### src/rtl/insn_encoder.sv
// Instruction encoder: packs op/ra/rb/rc/imm fields into 16-bit words, buffers them and streams them to imem.
// Latency: one cycle minimum from the accepting edge to imem_we. Backpressure: imem_stall freezes the buffer and in_ready drops when it is full.
// Optional IMM_CHECK_EN: out-of-range immediates are consumed but dropped, and the sticky err flag is set.

module insn_encoder_fifo #(
    parameter int W     = 16,
    parameter int DEPTH = 4
) (
    input  logic         clk,
    input  logic         rst,
    input  logic         push,
    input  logic         pop,
    input  logic [W-1:0] wdat,
    output logic [W-1:0] rdat,
    output logic         full,
    output logic         empty
);
    localparam int AW = $clog2(DEPTH);

    logic [W-1:0] mem [DEPTH];
    logic [AW:0]  wr_ptr;
    logic [AW:0]  rd_ptr;

    always_ff @(posedge clk) begin
        if (rst) begin
            wr_ptr <= '0;
            rd_ptr <= '0;
        end else begin
            if (push) wr_ptr <= wr_ptr + (AW+1)'(1);
            if (pop)  rd_ptr <= rd_ptr + (AW+1)'(1);
        end
    end

    always_ff @(posedge clk) begin
        if (push) mem[wr_ptr[AW-1:0]] <= wdat;
    end

    // The extra pointer bit tells full apart from empty when the indices match.
    assign empty = (wr_ptr == rd_ptr);
    assign full  = (wr_ptr[AW] != rd_ptr[AW]) && (wr_ptr[AW-1:0] == rd_ptr[AW-1:0]);
    assign rdat  = mem[rd_ptr[AW-1:0]];
endmodule

module insn_encoder #(
    parameter logic [15:0] BASE_ADDR  = 16'h0000,
    parameter int          FIFO_DEPTH = 4
) (
    input  logic        clk,
    input  logic        rst,
    input  logic        start,
    input  logic        in_valid,
    output logic        in_ready,
    input  logic [2:0]  in_op,
    input  logic [2:0]  in_ra,
    input  logic [2:0]  in_rb,
    input  logic [2:0]  in_rc,
    input  logic [15:0] in_imm,
    input  logic        in_last,
    output logic        imem_we,
    output logic [15:0] imem_addr,
    output logic [15:0] imem_wdata,
    input  logic        imem_stall,
    output logic        done,
    output logic        err,
    output logic        busy
);
    typedef enum logic [1:0] {S_IDLE, S_LOAD, S_DRAIN, S_DONE} state_t;

    state_t      state;
    logic [15:0] enc_word;
    logic [15:0] fifo_head;
    logic        fifo_full;
    logic        fifo_empty;
    logic        accept;
    logic        push;
    logic        imm_ok;

    always_comb begin
        enc_word = {in_op, in_ra, in_rb, in_imm[6:0]};
        case (in_op)
            3'b000, 3'b010: enc_word = {in_op, in_ra, in_rb, 4'b0000, in_rc};
            3'b011:         enc_word = {in_op, in_ra, in_imm[9:0]};
            3'b111:         enc_word = {in_op, in_ra, in_rb, 7'b0000000};
            default:        enc_word = {in_op, in_ra, in_rb, in_imm[6:0]};
        endcase
    end

`ifdef IMM_CHECK_EN
    // Reg-reg-imm forms take a signed 7-bit immediate, LUI an unsigned 10-bit one.
    always_comb begin
        imm_ok = 1'b1;
        case (in_op)
            3'b001, 3'b100, 3'b101, 3'b110: imm_ok = (in_imm[15:6] == 10'h000) || (in_imm[15:6] == 10'h3FF);
            3'b011:                         imm_ok = (in_imm[15:10] == 6'h00);
            default:                        imm_ok = 1'b1;
        endcase
    end
`else
    assign imm_ok = 1'b1;
`endif

    assign in_ready   = !rst && (state == S_LOAD) && !fifo_full;
    assign accept     = in_valid && in_ready;
    assign push       = accept && imm_ok;
    assign imem_we    = !rst && !fifo_empty && !imem_stall;
    assign imem_wdata = fifo_empty ? 16'h0000 : fifo_head;

    insn_encoder_fifo #(
        .W     (16),
        .DEPTH (FIFO_DEPTH)
    ) u_fifo (
        .clk   (clk),
        .rst   (rst),
        .push  (push),
        .pop   (imem_we),
        .wdat  (enc_word),
        .rdat  (fifo_head),
        .full  (fifo_full),
        .empty (fifo_empty)
    );

    always_ff @(posedge clk) begin
        if (rst) begin
            state     <= S_IDLE;
            imem_addr <= BASE_ADDR;
            err       <= 1'b0;
            done      <= 1'b0;
            busy      <= 1'b0;
        end else begin
            if (imem_we) imem_addr <= imem_addr + 16'd1;
            done <= 1'b0;
            case (state)
                S_IDLE: begin
                    if (start) begin
                        state     <= S_LOAD;
                        imem_addr <= BASE_ADDR;
                        err       <= 1'b0;
                        busy      <= 1'b1;
                    end
                end
                S_LOAD: begin
                    if (accept) begin
                        if (!imm_ok) err <= 1'b1;
                        if (in_last) state <= S_DRAIN;
                    end
                end
                // An empty buffer also means no write is in flight this cycle.
                S_DRAIN: begin
                    if (fifo_empty) begin
                        state <= S_DONE;
                        done  <= 1'b1;
                    end
                end
                S_DONE: begin
                    state <= S_IDLE;
                    busy  <= 1'b0;
                end
                default: state <= S_IDLE;
            endcase
        end
    end
endmodule
### config.mk
export PLATFORM = sky130hd
export DESIGN_NAME = insn_encoder
export DESIGN_NICKNAME = d
export VERILOG_FILES = /design/src/rtl/insn_encoder.sv
export SDC_FILE = /design/constraint.sdc
export NUM_CORES = 1
export LEC_CHECK = 0
export BUFFER_PORTS_ARGS = -buffer_cell sky130_fd_sc_hd__buf_2
export CAP_MARGIN = 20
export CELL_PAD_IN_SITES_DETAIL_PLACEMENT = 1
export CELL_PAD_IN_SITES_GLOBAL_PLACEMENT = 1
export CORE_MARGIN = 1.5
export CORE_UTILIZATION = 41
export CTS_CLUSTER_DIAMETER = 120
export DETAILED_ROUTE_END_ITERATION = 10
export PLACE_DENSITY_LB_ADDON = 0.2
export SLEW_MARGIN = 10
export SYNTH_ARGS = -nofsm -noshare
export SYNTH_HDL_FRONTEND = slang
export SYNTH_SLANG_ARGS = --single-unit
### constraint.sdc
create_clock -name clk -period 2 [get_ports clk]
set_input_delay 0.2 -clock clk [delete_from_list [all_inputs] [get_ports clk]]
set_output_delay 0.2 -clock clk [all_outputs]
set_load 0.05 [all_outputs]
==> flow_metrics.env, run 1 <==
export IMPL_status="finished, final reports clean"
export IMPL_drtIter0Drc=55
export IMPL_power_leakage_nw=1.87
export IMPL_crit_type="flip-flop to output port"
export IMPL_track_usage_pct=17.8
export IMPL_io_pins=71
export IMPL_layout_cells_most_common="edfxtp_1"
export IMPL_ant_nets=0
export IMPL_fmax_mhz=517
export IMPL_rows=36
export IMPL_ys_types=47
export IMPL_area_delta_synth_final_pct=25.8
export IMPL_grt_antenna_before_repair=0
export IMPL_gr_total_overflow=0
export IMPL_root_buffer="clkbuf_8"
export IMPL_synth_adder_area_share_pct=3.37
export IMPL_viasPerCell=5.05
export IMPL_synth_top_family_by_area="simple AND/OR/NAND/NOR gates"
export IMPL_postSynth_asyncResetShare_pct=0
export IMPL_clkSinkCount=92
export IMPL_die_h_um=103
export IMPL_nFillCells=1019
export IMPL_core_area_mm2=0.00973
export IMPL_tns_ns=0
export IMPL_end_kind="output port"
export IMPL_fin_area_mm2=0.00514
export IMPL_cp_required_ns=1.80
export IMPL_maxCapViolCount=0
export IMPL_setup_slack_ns=0.0672
export IMPL_drive_gt1_share_pct=36.2
export IMPL_detail_route_wl_per_cell_um=17.0
export IMPL_totalPowerFinal_mw=4.55
export IMPL_syn_cell_area_mm2=0.00408
export IMPL_grt_start_max_net_pins=18
export IMPL_vias=2612
export IMPL_synth_mux_area_share_pct=11.4
export IMPL_worstMarginPinSlew_ns=0.690
export IMPL_synth_seq_cells=92
export IMPL_cts_buffers=9
export IMPL_synth_edf_count=64
export IMPL_seq_area_frac_synth_pct=60.8
export IMPL_synth_compound_area_share_pct=6.59
export IMPL_slew_headroom_pct=53.6
export IMPL_syn_area_per_cell_um2=14.0
export IMPL_grt_pass1_vias=2692
export IMPL_ys_warnings_count=0
export IMPL_finalCritPeriodShare_pct=96.6
export IMPL_htree_num_levels=3
export IMPL_finalNetCount=424
export IMPL_start_util_pct=41.9
export IMPL_clkTransAtPathRegs_ns=0.10
export IMPL_critPathMaxFanout=8
export IMPL_grt_pass1_wl_mm=13.9
export IMPL_cts_buffer_depth=2
export IMPL_dpl_worst_slack_ns=0.121
export IMPL_synthXorXnorAreaFrac_pct=3.16
export IMPL_crit_arrival_ns=1.73
export IMPL_dp_hpwl_mm=5.88
export IMPL_gp_congestion=0.734
export IMPL_fp_dieW_um=103
export IMPL_cp_start_kind="flip-flop"
export IMPL_clock_skew_final_ns=0.00561
export IMPL_placed_cell_area_mm2=0.00474
export IMPL_io_buffers=63
export IMPL_setup_violations=0
export IMPL_yosys_area_share_simple_pct=12.1
export IMPL_synthTopCellsByArea="edfxtp_1 47%, dfxtp_1 14%, mux4_2 8.8%"
export IMPL_irDropWorstVdd_uv=380
export IMPL_powerDensity_mw_per_mm2=886
export IMPL_clk_latency_ns=0.35
export IMPL_dieArea_mm2=0.0106
export IMPL_slew_viol_final=0
export IMPL_hold_violations=0
export IMPL_diodes=0
export IMPL_hold_class="primary input to flip-flop"
export IMPL_synth_top_area_share_pct=47.1
export IMPL_drc=0
export IMPL_syn_nets=336
export IMPL_synthCells=291
export IMPL_finalCriticalPeriod_ns=1.93
export IMPL_synthFlopType="edfxtp_1"
export IMPL_cts_tree="yes"
export IMPL_synth_top_cell_by_area="edfxtp_1"
export IMPL_mostFrequentLayoutCells="64 x edfxtp_1, 46 x buf_2, 22 x and2_1, 22 x dfxtp_1, 21 x buf_4"
export IMPL_first_pass_iters=4
export IMPL_totalWireLength_mm=8.79
-- timing repair --
item | in CTS | in global routing
hold buffers | 0 | 0
cloned | 1 | 0
gates resized for setup | 29 | 19
setup endpoints to repair | 17 | 41
buffers inserted | 0 | 2
pin swaps | 0 | 1
-- through the flow --
stage,util [%],instances,hold WS (ns)
2_1_floorplan,-,291,0.299
3_3_place_gp,48.7,498,0.420
3_5_place_dp,48.7,498,0.425
4_1_cts,52.0,515,0.0411
5_1_grt,52.8,517,0.0366
6_report,52.8,517,0.0601
-- metal layers --
layer  GRT usage, %  up-vias  share of wire (%)
met5              0        -                  0
met2           31.8       49                 52
met1           21.5     1285                 43
li1               -     1272                  -
met4           4.78        0               0.98
met3           4.34        6                3.4
-- registers in the layout, summed over array words and instances (netlist names), named ones only --
signal         cells
imem_addr         16
u_fifo.rd_ptr      3
busy               1
u_fifo.wr_ptr      3
state              2
done               1
u_fifo.mem        64
-- final timing paths --
kind,from,endpoint,slack (ns),depth (start not counted)
setup reg to reg,imem_addr[2],imem_addr[14],0.14,4
hold reg to reg,u_fifo.rd_ptr[2],u_fifo.rd_ptr[2],0.48,1
hold / removal,in_ra[2],u_fifo.mem[0][12],0.06,1
setup / recovery,flip-flop,imem_wdata[2],0.07,4
-- kinds of logic after synthesis --
group / after synthesis
xor+xnor: 13
compound gates: 38
mux: 26
other cells: 1
buf+inv: 23
flops: 92
fa+ha+maj: 11
simple gates: 87
-- layout make-up --
type | instances | area [um^2] | share of cell area [%]
flip-flops and latches | 92 | 2490 | 48.5
multi-input cells | 176 | 1540 | 30.0
repair buffers | 89 | 696 | 13.5
well taps | 133 | 166 | 3.24
clock buffers | 9 | 124 | 2.41
clock inverters | 7 | 75.1 | 1.46
inverters | 11 | 41.3 | 0.804
-- synth_stat cells (2+ instances only) --
master / instances
a21oi_1: 12
a221oi_1: 3
a311oi_1: 2
a31oi_1: 2
and2_1: 25
clkbuf_1: 8
dfxtp_1: 28
edfxtp_1: 64
ha_1: 11
inv_1: 11
mux2_2: 4
mux2i_1: 6
mux4_2: 16
nand2_1: 9
nand2b_1: 7
nand3_1: 11
nand3b_1: 2
nand4_1: 2
nor2_1: 12
nor3_1: 5
o21ai_0: 5
o31ai_1: 5
or3_1: 3
or4_1: 5
xnor2_1: 7
xnor2_2: 2
xor2_1: 4
-- power by group --
group | switching (mW) | internal [mW] | total, mW
Sequential | 0.0557 | 2.11 | 2.17
Combinational | 0.662 | 0.465 | 1.13
Clock | 0.670 | 0.588 | 1.26
-- worst max-delay path, stage by stage, from the launching register on --
cell,delay [ns]
dfxtp_4,0.41
buf_12,0.15
mux4_2,0.50
and2_1,0.18
buf_6,0.15
Power figures use the tool's default switching activity.
==> run 2, diff against run 1 <==
- CORE_UTILIZATION: 41 -> 45
- clock period: 2 -> 2.1 ns (I/O delays scaled with it)
==> run 2 against run 1 <==
Via count is 2.3% higher. Largest cell class unchanged. Count of clock-buffer cells in the layout increased by 2. Clock skew is 0.0084 ns higher. Routed wire length grew 0.86%. Sequential power fell by 5%.
==> flow_metrics.env, run 2 (same netlist as run 1, synthesis figures left out) <==
export IMPL_status="finished, final reports clean"
export IMPL_core_area_mm2=0.00876
export IMPL_fp_dieW_um=98.2
export IMPL_irDropWorstVdd_uv=496
export IMPL_gp_congestion=0.759
export IMPL_p_int_mw=2.80
export IMPL_critPathMaxFanout=17
export IMPL_combPwrFrac_pct=23.7
export IMPL_p_seq_share_pct=50.5
export IMPL_hold_start="in_ra[1]"
export IMPL_first_pass_iters=6
export IMPL_totalWireLength_mm=8.87
export IMPL_reg2reg_from="imem_addr[2]"
export IMPL_power_leakage_nw=1.81
export IMPL_ant_nets=0
export IMPL_hold_violations=0
export IMPL_setup_worst_path_start="u_fifo.rd_ptr[1]"
export IMPL_holdPathStages=1
export IMPL_crit_arrival_ns=1.80
export IMPL_io_buffers=63
export IMPL_grt_pass1_vias=2883
export IMPL_dp_hpwl_mm=6.03
export IMPL_finalCriticalPeriod_ns=2.01
export IMPL_hold_buffers=0
export IMPL_timing_reg2reg_worst_path_depth=4
export IMPL_detail_route_wl_per_cell_um=18.2
export IMPL_cts_tree="yes"
export IMPL_rows=34
export IMPL_setup_slack_ns=0.0898
export IMPL_dpl_worst_slack_ns=0.210
export IMPL_dieArea_mm2=0.00965
export IMPL_slew_headroom_pct=57.2
export IMPL_vias=2672
export IMPL_root_buffer="clkbuf_8"
export IMPL_cts_buffers=9
export IMPL_grt_start_max_net_pins=18
export IMPL_end_kind="output port"
export IMPL_grtUsageMet2_pct=35.3
export IMPL_tns_ns=0
export IMPL_grt_busiest_layer="met2"
export IMPL_cp_required_ns=1.89
export IMPL_clkSinkCount=92
export IMPL_finalNetCount=419
export IMPL_fmax_mhz=497
export IMPL_largest_reg_flops=64
export IMPL_gr_total_overflow=0
export IMPL_drc=0
export IMPL_htree_num_levels=3
export IMPL_hold_end="u_fifo.mem[2][11]"
export IMPL_clock_skew_final_ns=0.0140
export IMPL_cp_start_kind="flip-flop"
export IMPL_slew_viol_final=0
export IMPL_finalCritPeriodShare_pct=95.7
export IMPL_area_delta_synth_final_pct=20.1
export IMPL_worstMarginPinSlew_ns=0.637
export IMPL_r2r_end="imem_addr[14]"
export IMPL_io_pins=71
export IMPL_setup_violations=0
export IMPL_rsz0062_at_grt="true"
export IMPL_hold_class="primary input to flip-flop"
export IMPL_p_sw_mw=1.28
export IMPL_die_h_um=98.2
export IMPL_crit_type="flip-flop to output port"
export IMPL_layout_cells_most_common="edfxtp_1"
export IMPL_drtIter0Drc=74
export IMPL_r2r_setup_slack_ns=0.18
export IMPL_clkPwrFrac_pct=25.7
export IMPL_switching_share_pct=31.4
export IMPL_clkTransAtPathRegs_ns=0.09
export IMPL_grt_pass1_wl_mm=14.5
export IMPL_met1_usage_pct=23.5
export IMPL_cts_buffer_depth=2
export IMPL_placed_cell_area_mm2=0.00467
export IMPL_clk_latency_ns=0.36
export IMPL_grt_antenna_before_repair=0
export IMPL_mostFrequentLayoutCells="64 x edfxtp_1, 63 x buf_2, 25 x and2_1, 24 x dfxtp_1"
export IMPL_viasPerCell=5.49
export IMPL_diodes=0
export IMPL_fin_area_mm2=0.00490
export IMPL_powerDensity_mw_per_mm2=833
export IMPL_drive_gt1_share_pct=33.5
export IMPL_maxCapViolCount=0
export IMPL_track_usage_pct=19.5
export IMPL_use_met3_pct=3.79
export IMPL_start_util_pct=46.6
## run 2: changes by cell type in the layout (fill, tap and decap cells not counted), sizes merged
| cell | delta |
|---|---|
| buf | -6 |
| bufinv | -1 |
| clkbuf | +3 |
| clkinv | -2 |
| clkinvlp | +2 |
| inv | -1 |
## run 2: cell type report
type | count | area (um^2)
Clock buffer | 11 | 131
Tap cell | 108 | 135
Multi-Input combinational cell | 176 | 1530
Clock inverter | 5 | 36.3
Inverter | 11 | 41.3
Timing Repair Buffer | 84 | 541
Fill cell | 906 | 3860
Sequential cell | 92 | 2490
## run 2: how the worst max path moves through the flow
| stage | slack (ns) | depth (start not counted) | to |
|---|---|---|---|
| final | 0.09 | 5 | imem_wdata[13] |
| after global routing | -0.007 | 5 | imem_wdata[13] |
| after CTS | 0.001 | 5 | imem_wdata[13] |
| after detailed placement | 0.21 | 7 | u_fifo.mem[0][12] |
| after global placement | 0.26 | 5 | imem_we |
| after floorplan | 0.04 | 4 | imem_wdata[10] |
## run 2: per-stage QoR
stage	instances	hold WS, ns	power [mW]	utilization (%)
floorplan	291	0.309	2.78	-
global placement	470	0.427	3.02	53.3
detailed placement	470	0.436	3.05	53.3
CTS	486	0.0564	4.10	55.6
global route	487	0.0570	4.28	56.0
finish	487	0.0644	4.08	56.0
## run 2: power groups by stage
stage	clock, mW	sequential, mW	combinational (mW)
3_3_place_gp	0	2.09	0.932
3_5_place_dp	0	2.10	0.957
4_1_cts	1.07	2.06	0.974
6_report	1.05	2.06	0.969
2_1_floorplan	0	2.12	0.658
5_1_grt	1.15	2.07	1.06
## run 2: timing repair
action,in CTS,in global routing
setup buffers,0,0
resized for setup,3,4
hold endpoints to repair,0,0
endpoints found under the setup margin,17,16
cloned,0,1
## run 2: per-layer routing
| layer | vias to the layer above | routed length (um) |
|---|---|---|
| met4 | 0 | 112 |
| met3 | 9 | 319 |
| met2 | 58 | 4710 |
| met5 | - | 0 |
| li1 | 1261 | - |
| met1 | 1344 | 3730 |
## run 2: critical path, cell delays in order (launching register included)
cell,delay [ns]
dfxtp_2,0.37
xnor2_4,0.34
nand3_1,0.12
buf_4,0.22
and2_1,0.18
buf_2,0.21
